**config.mk**
```make
export PLATFORM = sky130hd
export DESIGN_NAME = ex_muldiv_unit
export DESIGN_NICKNAME = d
export VERILOG_FILES = /design/src/rtl/ex_muldiv_unit.sv
export SDC_FILE = /design/constraint.sdc
export NUM_CORES = 1
export LEC_CHECK = 0
export BUFFER_PORTS_ARGS = -buffer_cell sky130_fd_sc_hd__buf_4
export CAP_MARGIN = 20
export CORE_UTILIZATION = 38
export CTS_CLUSTER_SIZE = 28
export DETAILED_ROUTE_END_ITERATION = 12
export PLACE_DENSITY = 0.63
export SLEW_MARGIN = 5
export SYNTH_ARGS = -nofsm -noshare
export SYNTH_HDL_FRONTEND = slang
export SYNTH_SLANG_ARGS = --single-unit
```
**constraint.sdc**
```tcl
create_clock -name clk -period 3.1 [get_ports clk]
set_input_delay 0.155 -clock clk [delete_from_list [all_inputs] [get_ports clk]]
set_output_delay 0.155 -clock clk [all_outputs]
set_load 0.02 [all_outputs]
```
**src/rtl/ex_muldiv_unit.sv**
```systemverilog
// Iterative RV32M multiply/divide unit for the EX stage: shift-add multiply, restoring divide,
// one iteration per cycle, with a sign fix-up cycle and a registered single-cycle done.
module ex_muldiv_unit #(
  parameter int unsigned WIDTH = 32
) (
  input  logic             clk,
  input  logic             rst_n,
  input  logic             start,
  input  logic             flush,
  input  logic [2:0]       funct3,
  input  logic [WIDTH-1:0] op1,
  input  logic [WIDTH-1:0] op2,
  input  logic [4:0]       rd_in,
  output logic             stall,
  output logic             done,
  output logic [WIDTH-1:0] result,
  output logic [4:0]       rd_out
);

  localparam int unsigned CntW = $clog2(WIDTH);

  typedef enum logic [1:0] {StIdle, StCalc, StFix, StDone} state_e;

  state_e             state_q, state_d;
  logic [CntW-1:0]    cnt_q, cnt_d;
  logic [2:0]         f3_q, f3_d;
  logic [WIDTH-1:0]   a_q, a_d, b_q, b_d, res_q, res_d;
  logic [2*WIDTH-1:0] acc_q, acc_d;
  logic               neg_q, neg_d, rneg_q, rneg_d;
  logic [4:0]         rd_q, rd_d;

  // Operand decode at issue time
  logic             is_div, s1, s2, div_zero, div_ovf;
  logic [WIDTH-1:0] mag1, mag2;

  always_comb begin
    is_div   = funct3[2];
    s1       = is_div ? (~funct3[0] & op1[WIDTH-1]) : ((funct3[0] ^ funct3[1]) & op1[WIDTH-1]);
    s2       = is_div ? (~funct3[0] & op2[WIDTH-1]) : ((funct3 == 3'b001) & op2[WIDTH-1]);
    mag1     = s1 ? (~op1 + 1'b1) : op1;
    mag2     = s2 ? (~op2 + 1'b1) : op2;
    div_zero = (op2 == '0);
    div_ovf  = ~funct3[0] & (op1 == {1'b1, {(WIDTH-1){1'b0}}}) & (op2 == '1);
  end

  // Datapath for one iteration and for the final fix-up
  logic [WIDTH:0]     mul_sum, div_shift, div_diff;
  logic               div_ok;
  logic [2*WIDTH-1:0] prod;
  logic [WIDTH-1:0]   quo, rem;

  always_comb begin
    mul_sum   = {1'b0, acc_q[2*WIDTH-1:WIDTH]} + (b_q[0] ? {1'b0, a_q} : '0);
    div_shift = {acc_q[WIDTH-1:0], a_q[WIDTH-1]};
    div_diff  = div_shift - {1'b0, b_q};
    div_ok    = ~div_diff[WIDTH];
    prod      = neg_q ? (~acc_q + 1'b1) : acc_q;
    quo       = neg_q ? (~a_q + 1'b1) : a_q;
    rem       = rneg_q ? (~acc_q[WIDTH-1:0] + 1'b1) : acc_q[WIDTH-1:0];
  end

  always_comb begin
    state_d = state_q;
    cnt_d   = cnt_q;
    f3_d    = f3_q;
    a_d     = a_q;
    b_d     = b_q;
    acc_d   = acc_q;
    neg_d   = neg_q;
    rneg_d  = rneg_q;
    res_d   = res_q;
    rd_d    = rd_q;
    if (flush) begin
      state_d = StIdle;
      cnt_d   = '0;
    end else begin
      unique case (state_q)
        StIdle: begin
          if (start) begin
            f3_d   = funct3;
            rd_d   = rd_in;
            a_d    = mag1;
            b_d    = mag2;
            acc_d  = '0;
            neg_d  = s1 ^ s2;
            rneg_d = s1;
            cnt_d  = '0;
            if (is_div && div_zero) begin
              res_d   = funct3[1] ? op1 : '1;
              state_d = StDone;
            end else if (is_div && div_ovf) begin
              res_d   = funct3[1] ? '0 : op1;
              state_d = StDone;
            end else begin
              state_d = StCalc;
            end
          end
        end
        StCalc: begin
          if (f3_q[2]) begin
            a_d   = {a_q[WIDTH-2:0], div_ok};
            acc_d = {{WIDTH{1'b0}}, (div_ok ? div_diff[WIDTH-1:0] : div_shift[WIDTH-1:0])};
          end else begin
            acc_d = {mul_sum, acc_q[WIDTH-1:1]};
            b_d   = b_q >> 1;
          end
          cnt_d = cnt_q + CntW'(1);
          if (cnt_q == CntW'(WIDTH - 1)) begin
            state_d = StFix;
          end
        end
        StFix: begin
          if (f3_q[2]) begin
            res_d = f3_q[1] ? rem : quo;
          end else begin
            res_d = (f3_q[1:0] == 2'b00) ? prod[WIDTH-1:0] : prod[2*WIDTH-1:WIDTH];
          end
          cnt_d   = '0;
          state_d = StDone;
        end
        StDone: state_d = StIdle;
        default: state_d = StIdle;
      endcase
    end
  end

  always_ff @(posedge clk or negedge rst_n) begin
    if (!rst_n) begin
      state_q <= StIdle;
      cnt_q   <= '0;
      f3_q    <= '0;
      a_q     <= '0;
      b_q     <= '0;
      acc_q   <= '0;
      neg_q   <= 1'b0;
      rneg_q  <= 1'b0;
      res_q   <= '0;
      rd_q    <= '0;
    end else begin
      state_q <= state_d;
      cnt_q   <= cnt_d;
      f3_q    <= f3_d;
      a_q     <= a_d;
      b_q     <= b_d;
      acc_q   <= acc_d;
      neg_q   <= neg_d;
      rneg_q  <= rneg_d;
      res_q   <= res_d;
      rd_q    <= rd_d;
    end
  end

  // Gated by rst_n so a held start cannot stall the pipeline during reset
  assign stall  = rst_n & (((state_q == StIdle) & start & ~flush) |
                           (state_q == StCalc) | (state_q == StFix));
  assign done   = (state_q == StDone);
  assign result = res_q;
  assign rd_out = rd_q;

endmodule

```
==> results of run 1 <==
-- power breakdown --
group | internal [uW] | switching (uW)
clock | 1090 | 1190
sequential | 3000 | 1000
combinational | 6360 | 8560
-- stage by stage --
| stage | cell area, um^2 | TNS (ns) |
|---|---|---|
| 4_1_cts | 21200 | -1.30 |
| 3_5_place_dp | 20100 | -9.77 |
| 2_1_floorplan | 16800 | 0 |
| 3_3_place_gp | 20100 | -6.42 |
| 5_1_grt | 22100 | -6.16 |
| 6_report | 22100 | -0.547 |
-- flip-flops by register name, summed over array words and instances, names as in the netlist --
register	flops
f3_q	3
cnt_q	5
rd_out	5
neg_q	1
rneg_q	1
a_q	32
acc_q	64
state_q	2
b_q	32
result	32
-- worst paths after layout --
check	from	endpoint	slack (ns)	cells past startpoint
worst max-delay path	acc_q[14]	result[28]	-0.1	11
worst min-delay path	op2[24]	b_q[24]	0.07	4
worst max register to register	acc_q[14]	result[28]	-0.1	11
worst min register to register	b_q[24]	b_q[24]	0.48	2
max in group asynchronous	rst_n	acc_q[50]	2.01	3
min in group asynchronous	rst_n	b_q[18]	0.19	2
-- layout make-up --
type / count / area (um^2)
Sequential cell: 177 / 4430
Clock buffer: 17 / 425
Timing Repair Buffer: 444 / 3610
Clock inverter: 15 / 185
Inverter: 67 / 251
Tap cell: 585 / 732
Fill cell: 4134 / 21100
Multi-Input combinational cell: 1840 / 12500
-- placed cells by master, fill, tap and decap left out, types with 10 or more instances in the layout --
| cell | count |
|---|---|
| buf_4 | 397 |
| nand2_1 | 270 |
| a21oi_1 | 200 |
| o21ai_0 | 183 |
| nor2_1 | 179 |
| dfrtp_1 | 175 |
| xor2_1 | 93 |
| xnor2_1 | 86 |
| inv_1 | 66 |
| ha_1 | 60 |
| o21ai_1 | 54 |
| o31ai_1 | 31 |
| and2_1 | 30 |
| a21o_1 | 30 |
| or3_1 | 30 |
| a21oi_2 | 27 |
| a22oi_1 | 27 |
| nand3_1 | 26 |
| nor3_1 | 26 |
| mux2i_1 | 21 |
| clkbuf_16 | 21 |
| nor2b_1 | 20 |
| a31oi_1 | 19 |
| or4_1 | 19 |
| buf_6 | 19 |
| nand4_1 | 18 |
| o211ai_1 | 18 |
| maj3_1 | 18 |
| nand2b_1 | 16 |
| or2_2 | 16 |
| nor4_1 | 16 |
| nor2_4 | 15 |
| ha_4 | 15 |
| dlygate4sd3_1 | 15 |
| o41ai_1 | 14 |
| a211oi_1 | 12 |
| o22ai_1 | 11 |
| a22o_1 | 10 |
-- routing by layer --
metal | GRT usage, % | vias up | wire length, um
met5 | 0 | - | 0
li1 | - | 8714 | -
met2 | 44.6 | 781 | 29100
met1 | 41.9 | 8920 | 29900
met4 | 9.10 | 0 | 1910
met3 | 7.22 | 105 | 6110
-- cell families after synthesis --
group | count (synthesis)
simple gates | 769
xor+xnor | 182
mux | 24
fa+ha+maj | 98
flops | 177
compound gates | 767
buf+inv | 219
-- what timing repair did --
| item | CTS | global route |
|---|---|---|
| hold buffers | 15 | 0 |
| pin swaps | 50 | 83 |
| hold endpoints to repair | 75 | 0 |
| setup endpoints to repair | 63 | 77 |
| gates resized for setup | 74 | 194 |
| buffers inserted | 5 | 13 |
| gates cloned | 1 | 6 |
-- synthesized netlist by cell type (all sizes together), types with 25 or more instances --
cell / instances / area, um^2
nand2: 272 / 1020
o21ai: 246 / 1230
a21oi: 229 / 1150
nor2: 197 / 739
dfrtp: 177 / 4430
clkbuf: 130 / 489
xor2: 93 / 815
xnor2: 89 / 780
ha: 78 / 976
inv: 67 / 251
and2: 39 / 245
o31ai: 39 / 312
nor3: 34 / 175
or3: 33 / 206
a21o: 31 / 233
a22oi: 29 / 223
or4: 29 / 234
nand3: 28 / 145
nor4: 25 / 199
-- critical path, stage by stage, from the launching register on --
cell and delay (ns):
dfrtp_1 0.39, or4_4 0.54, or4_4 0.53, buf_6 0.14
nor4_4 0.22, nand4_1 0.22, buf_6 0.22, o41ai_4 0.21
xnor2_1 0.17, o21ai_1 0.09, a211o_1 0.30, o311ai_2 0.08
==> impl_metrics.csv, run 1 <==
group,metric,value,unit
clock_network,htreeDepth,4,
timing,period_minus_slack,3.20,ns
setup_path,cp.required,3.50,ns
timing,clock_skew,0.0160,ns
power_and_ir_drop,power_density,958,nW/um^2
place,pre_cts_ws,-0.301,ns
floorplanning,coreArea,43300,um^2
yosys,synth-seq-area-share,26.4,%
yosys,synth_seq_cells,177,
status,violations,"setup timing",
place,placed_cells,3077,
power_and_ir_drop,vdd_drop_max,0.573,mV
global_routing,grt_pass1_wl,102,mm
global_routing,track_usage,29.8,%
min_path,hp-class,"in -> reg",
route,antenna_left,0,
timing,timing.hold.ws,0.0669,ns
yosys,synth_top_family_by_area,"compound AO/OA/AOI/OAI gates",
yosys,ys.flop_type,"dfrtp_1",
layout,antenna_cells,0,
setup_path,critPathKind,"reg -> reg",
yosys,synth-simple-area-share,22.3,%
route,drt_wl_total,67.0,mm
status,status,"complete, but fails checks",
yosys,synth-edff-count,0,
yosys,synth-compound-area-share,28.2,%
yosys,async_reset_ff_share,100,%
yosys,syn_avg_cell_area,7.49,um^2
setup_path,start_kind,"flip-flop",
timing,slew_headroom,40.5,%
layout,fin_util,51.1,%
timing,hold_viol,0,
yosys,yosysWarningCount,0,
place,place.gp.congestion,1.02,
clock_network,insertion_delay,0.50,ns
floorplanning,dieWidth,212,um
flow_run,max_cap_viol_count,0,
yosys,synth.cell_area,16800,um^2
route,vias,18500,
global_routing,antenna_found_initial,0,
timing,tightest_slew,0.890,ns
global_routing,grt_max_degree,71,
global_routing,grt_overflow,0,
layout,drive_gt1_share,25.7,%
floorplanning,dieArea,44900,um^2
layout,nets,2703,
timing,period_share,103,%
yosys,synthAdderAreaFrac,7.14,%
route,drt_first_pass_iters,8,
clock_network,clock-root-buffer,"clkbuf_16",
yosys,synth.distinct_cells,83,
route,wl_per_cell,21.3,um
route,drt_iter0_markers,1789,
power_and_ir_drop,p_leak,0.00961,uW
layout,layout.cells.non_filler,3145,
setup_path,worstPathArrival,3.60,ns
timing,layout_setup_ws,-0.0976,ns
floorplanning,io_pins,115,
setup_path,worst-path-max-fanout,3,
route,viasPerCell,5.89,
floorplanning,die_h,212,um
yosys,synth-xor-area-share,9.51,%
place,portBuffers,114,
clock_network,cts_sinks,177,
timing,drv_slew,0,
clock_network,clockBufferDepth,2,
floorplanning,start_util,38.7,%
route,drc_errors,0,
timing,rsz0062_at_grt,"true",
timing,setup_viol,12,
floorplanning,row_count,76,
clock_network,cts_buffers,17,
global_routing,grt_pass1_vias,17300,
place,dpl.hpwl,50.7,mm
yosys,syn_inst,2236,
yosys,synth_mux_area_share,1.45,%
power_and_ir_drop,finalPower,21200,uW
yosys,syn_nets,2392,
layout,area_growth_syn_to_layout,32.0,%
clock_network,path_clk_slew,0.08,ns
clock_network,cts_tree,"done",
timing,max_freq,313,MHz
setup_path,endpoint_kind,"flip-flop",
No activity file was read; power rests on OpenSTA's default activity.
==> run 2: changes to the inputs <==
Settings changed: ABC_AREA set to 1.
==> run 2 against run 1 <==
Effect of this change: the run now ends clean; clock skew decreased by 0.00080 ns; die area increased by 16%; synthesized area increased by 16%; sequential share of layout area increased by 0.33 points; critical path type unchanged; cell count increased by 30%; first-iteration DRC count increased by 28%.
==> impl_metrics.csv, run 2 <==
group,metric,value,unit
timing,hold_viol,0,
timing,period_minus_slack,2.88,ns
yosys,synth-edff-count,0,
timing,slew_headroom,52.6,%
timing,tightest_slew,0.711,ns
layout,drive_gt1_share,8.01,%
clock_network,cts_sinks,177,
yosys,yosysWarningCount,0,
timing,max_freq,347,MHz
global_routing,grt_pass1_wl,118,mm
min_path,hp-class,"in -> reg",
timing,setup_viol,0,
global_routing,grt_overflow,0,
yosys,synthTopCellsByCount,"889 x nand2_1, 408 x nor2_1, 377 x nand3_1",
setup_path,endpoint_kind,"flip-flop",
global_routing,grt_pass1_vias,20200,
layout,largest_reg_flops,64,
route,vias,22500,
setup_path,worstRegToRegCells,13,
yosys,syn_nets,3486,
floorplanning,die_h,228,um
setup_path,timing.rr.end,"acc_q[49]",
yosys,synth_area_leader_cell,"dfrtp_1",
clock_network,clock-root-buffer,"clkbuf_16",
layout,fillers,5429,
route,drt_first_pass_iters,6,
yosys,synth.cell_area,19500,um^2
yosys,synth.distinct_cells,52,
timing,layout_setup_ws,0.218,ns
clock_network,path_clk_slew,0.08,ns
clock_network,insertion_delay,0.52,ns
layout,regMostFlops,"acc_q",
setup_path,cp.required,3.48,ns
yosys,yosys.area.top_type_share,22.8,%
place,pre_cts_ws,0.217,ns
floorplanning,coreArea,50400,um^2
route,viasPerCell,5.51,
global_routing,track_usage,29.2,%
timing,drv_slew,0,
route,antenna_left,0,
setup_path,crit_family,"simple AND/OR/NAND/NOR gates",
setup_path,endpoint,"acc_q[49]",
setup_path,crit_path_top_delay_cell,"nor3_1",
place,portBuffers,114,
setup_path,cpPeakStageDelay,0.53,ns
timing,timing.hold.ws,0.0166,ns
yosys,synth_area_leaders,"dfrtp_1 23%, nand2_1 17%, nand3_1 9.7%, nor2_1 7.9%, a21oi_1 7.7%",
layout,final_cell_mix,"889 x nand2_1, 406 x nor2_1, 377 x nand3_1",
floorplanning,dieWidth,228,um
yosys,synth_seq_cells,177,
timing,clock_skew,0.0152,ns
setup_path,critPathKind,"reg -> reg",
clock_network,clockBufferDepth,2,
layout,antenna_cells,0,
clock_network,cts_tree,"done",
setup_path,ff2ff_setup_slack,0.22,ns
global_routing,grt_util_met3,4.05,%
global_routing,grt_use_met2,44.8,%
layout,fin_util,43.2,%
route,drc_errors,0,
yosys,async_reset_ff_share,100,%
floorplanning,dieArea,52100,um^2
layout,multi_input_area,13100,um^2
timing,rsz0062_at_grt,"false",
clock_network,cts_buffers,17,
floorplanning,row_count,82,
place,dpl.hpwl,60.7,mm
setup_path,path_cells,"buf_12 -> nand2_1 -> inv_1 -> ha_1 -> nand2_1 -> nor2_1 -> inv_1 -> nor3_1 -> nand4_1 -> nand3_1 -> nand2_1 -> nand3_1 -> o21ai_0",
setup_path,worstPathArrival,3.26,ns
setup_path,worstSetupStartpoint,"b_q[0]",
layout,seq_area,4430,um^2
setup_path,worstSetupPathDepth,13,
yosys,syn_avg_cell_area,5.84,um^2
layout,layout_commonest_cell,"nand2_1",
timing,period_share,93.0,%
clock_network,htreeDepth,4,
global_routing,grtUsageMet1,41.7,%
status,status,"finished, final reports clean",
setup_path,start_kind,"flip-flop",
route,drt_wl_total,76.7,mm
layout,area_growth_syn_to_layout,11.8,%
flow_run,max_cap_viol_count,0,
global_routing,antenna_found_initial,2,
place,place.gp.congestion,1.02,
yosys,synth_most_common_cell,"nand2_1",
setup_path,crit_path_frequent_cell,"nand2_1",
global_routing,grt_busiest_layer,"met2",
route,wl_per_cell,18.8,um
setup_path,crit_buf_inv,3,
layout,nets,3553,
floorplanning,start_util,38.6,%
yosys,ys.flop_type,"dfrtp_1",
route,drt_iter0_markers,2297,
floorplanning,io_pins,115,
yosys,syn_inst,3330,
yosys,synth-seq-area-share,22.8,%
setup_path,reg2reg_from,"b_q[0]",
clock_network,cts_setup_buffers,0,
global_routing,grt_max_degree,81,
setup_path,worst-path-max-fanout,33,
timing,tns,0,ns
## run 2: metrics by stage
step | std cells | instance area, um^2
2_1_floorplan | 3330 | 19500
3_3_place_gp | 4039 | 21000
3_5_place_dp | 4039 | 21000
4_1_cts | 4082 | 21800
5_1_grt | 4082 | 21800
6_report | 4082 | 21800
## run 2: layout make-up
class	count	area share, %
timing repair buffer	175	6.37
multi-input combinational	2653	60.1
inverter	373	6.46
clock buffer	19	1.99
clock inverter	13	0.817
tap	672	3.87
sequential	177	20.4
## run 2: timing repair
action	4_1_cts	5_1_grt
endpoints found under the setup margin	0	3
hold endpoints to repair	73	0
resized for setup	0	1
hold buffers	11	0
## run 2: worst min path at each step
stage	to	slack (ns)	cells past startpoint	startpoint
4_1_cts	a_q[21]	0.001	5	op1[21]
5_1_grt	b_q[23]	0.06	5	op2[23]
6_report	a_q[21]	0.02	5	op1[21]
2_1_floorplan	a_q[0]	-0.14	0	rst_n
3_3_place_gp	b_q[23]	0.19	1	rst_n
3_5_place_dp	b_q[14]	0.19	1	rst_n
## run 2: cell families after synthesis
family | after synthesis | synth area share [%]
muxes | 5 | 0.289
xor gates and xnor gates | 62 | 2.79
DFF | 177 | 22.8
buffers and inverters | 500 | 10.1
adders and majority gates | 80 | 5.22
AOI/OAI and AO/OA | 687 | 19.1
and+or+nand+nor | 1819 | 39.7
## run 2: tightest hold or removal path, delay by kind of cell
kind	cells	cell delay, ns
AND/OR/NAND/NOR	2	0.10
buffers and inverters	1	0.11
AO/OA/AOI/OAI	2	0.12
## run 2: metal layers
metal	wire (um)	vias up	share of wire, %
met3	5780	110	7.5
met4	2240	4	2.9
li1	-	11100	-
met2	33500	903	44
met5	23	-	0.030
met1	35200	10300	46
Power of run 2 is left out: the tool's default activity adds up to more than one toggle a clock period on the data nets, which glitch-free logic cannot reach.
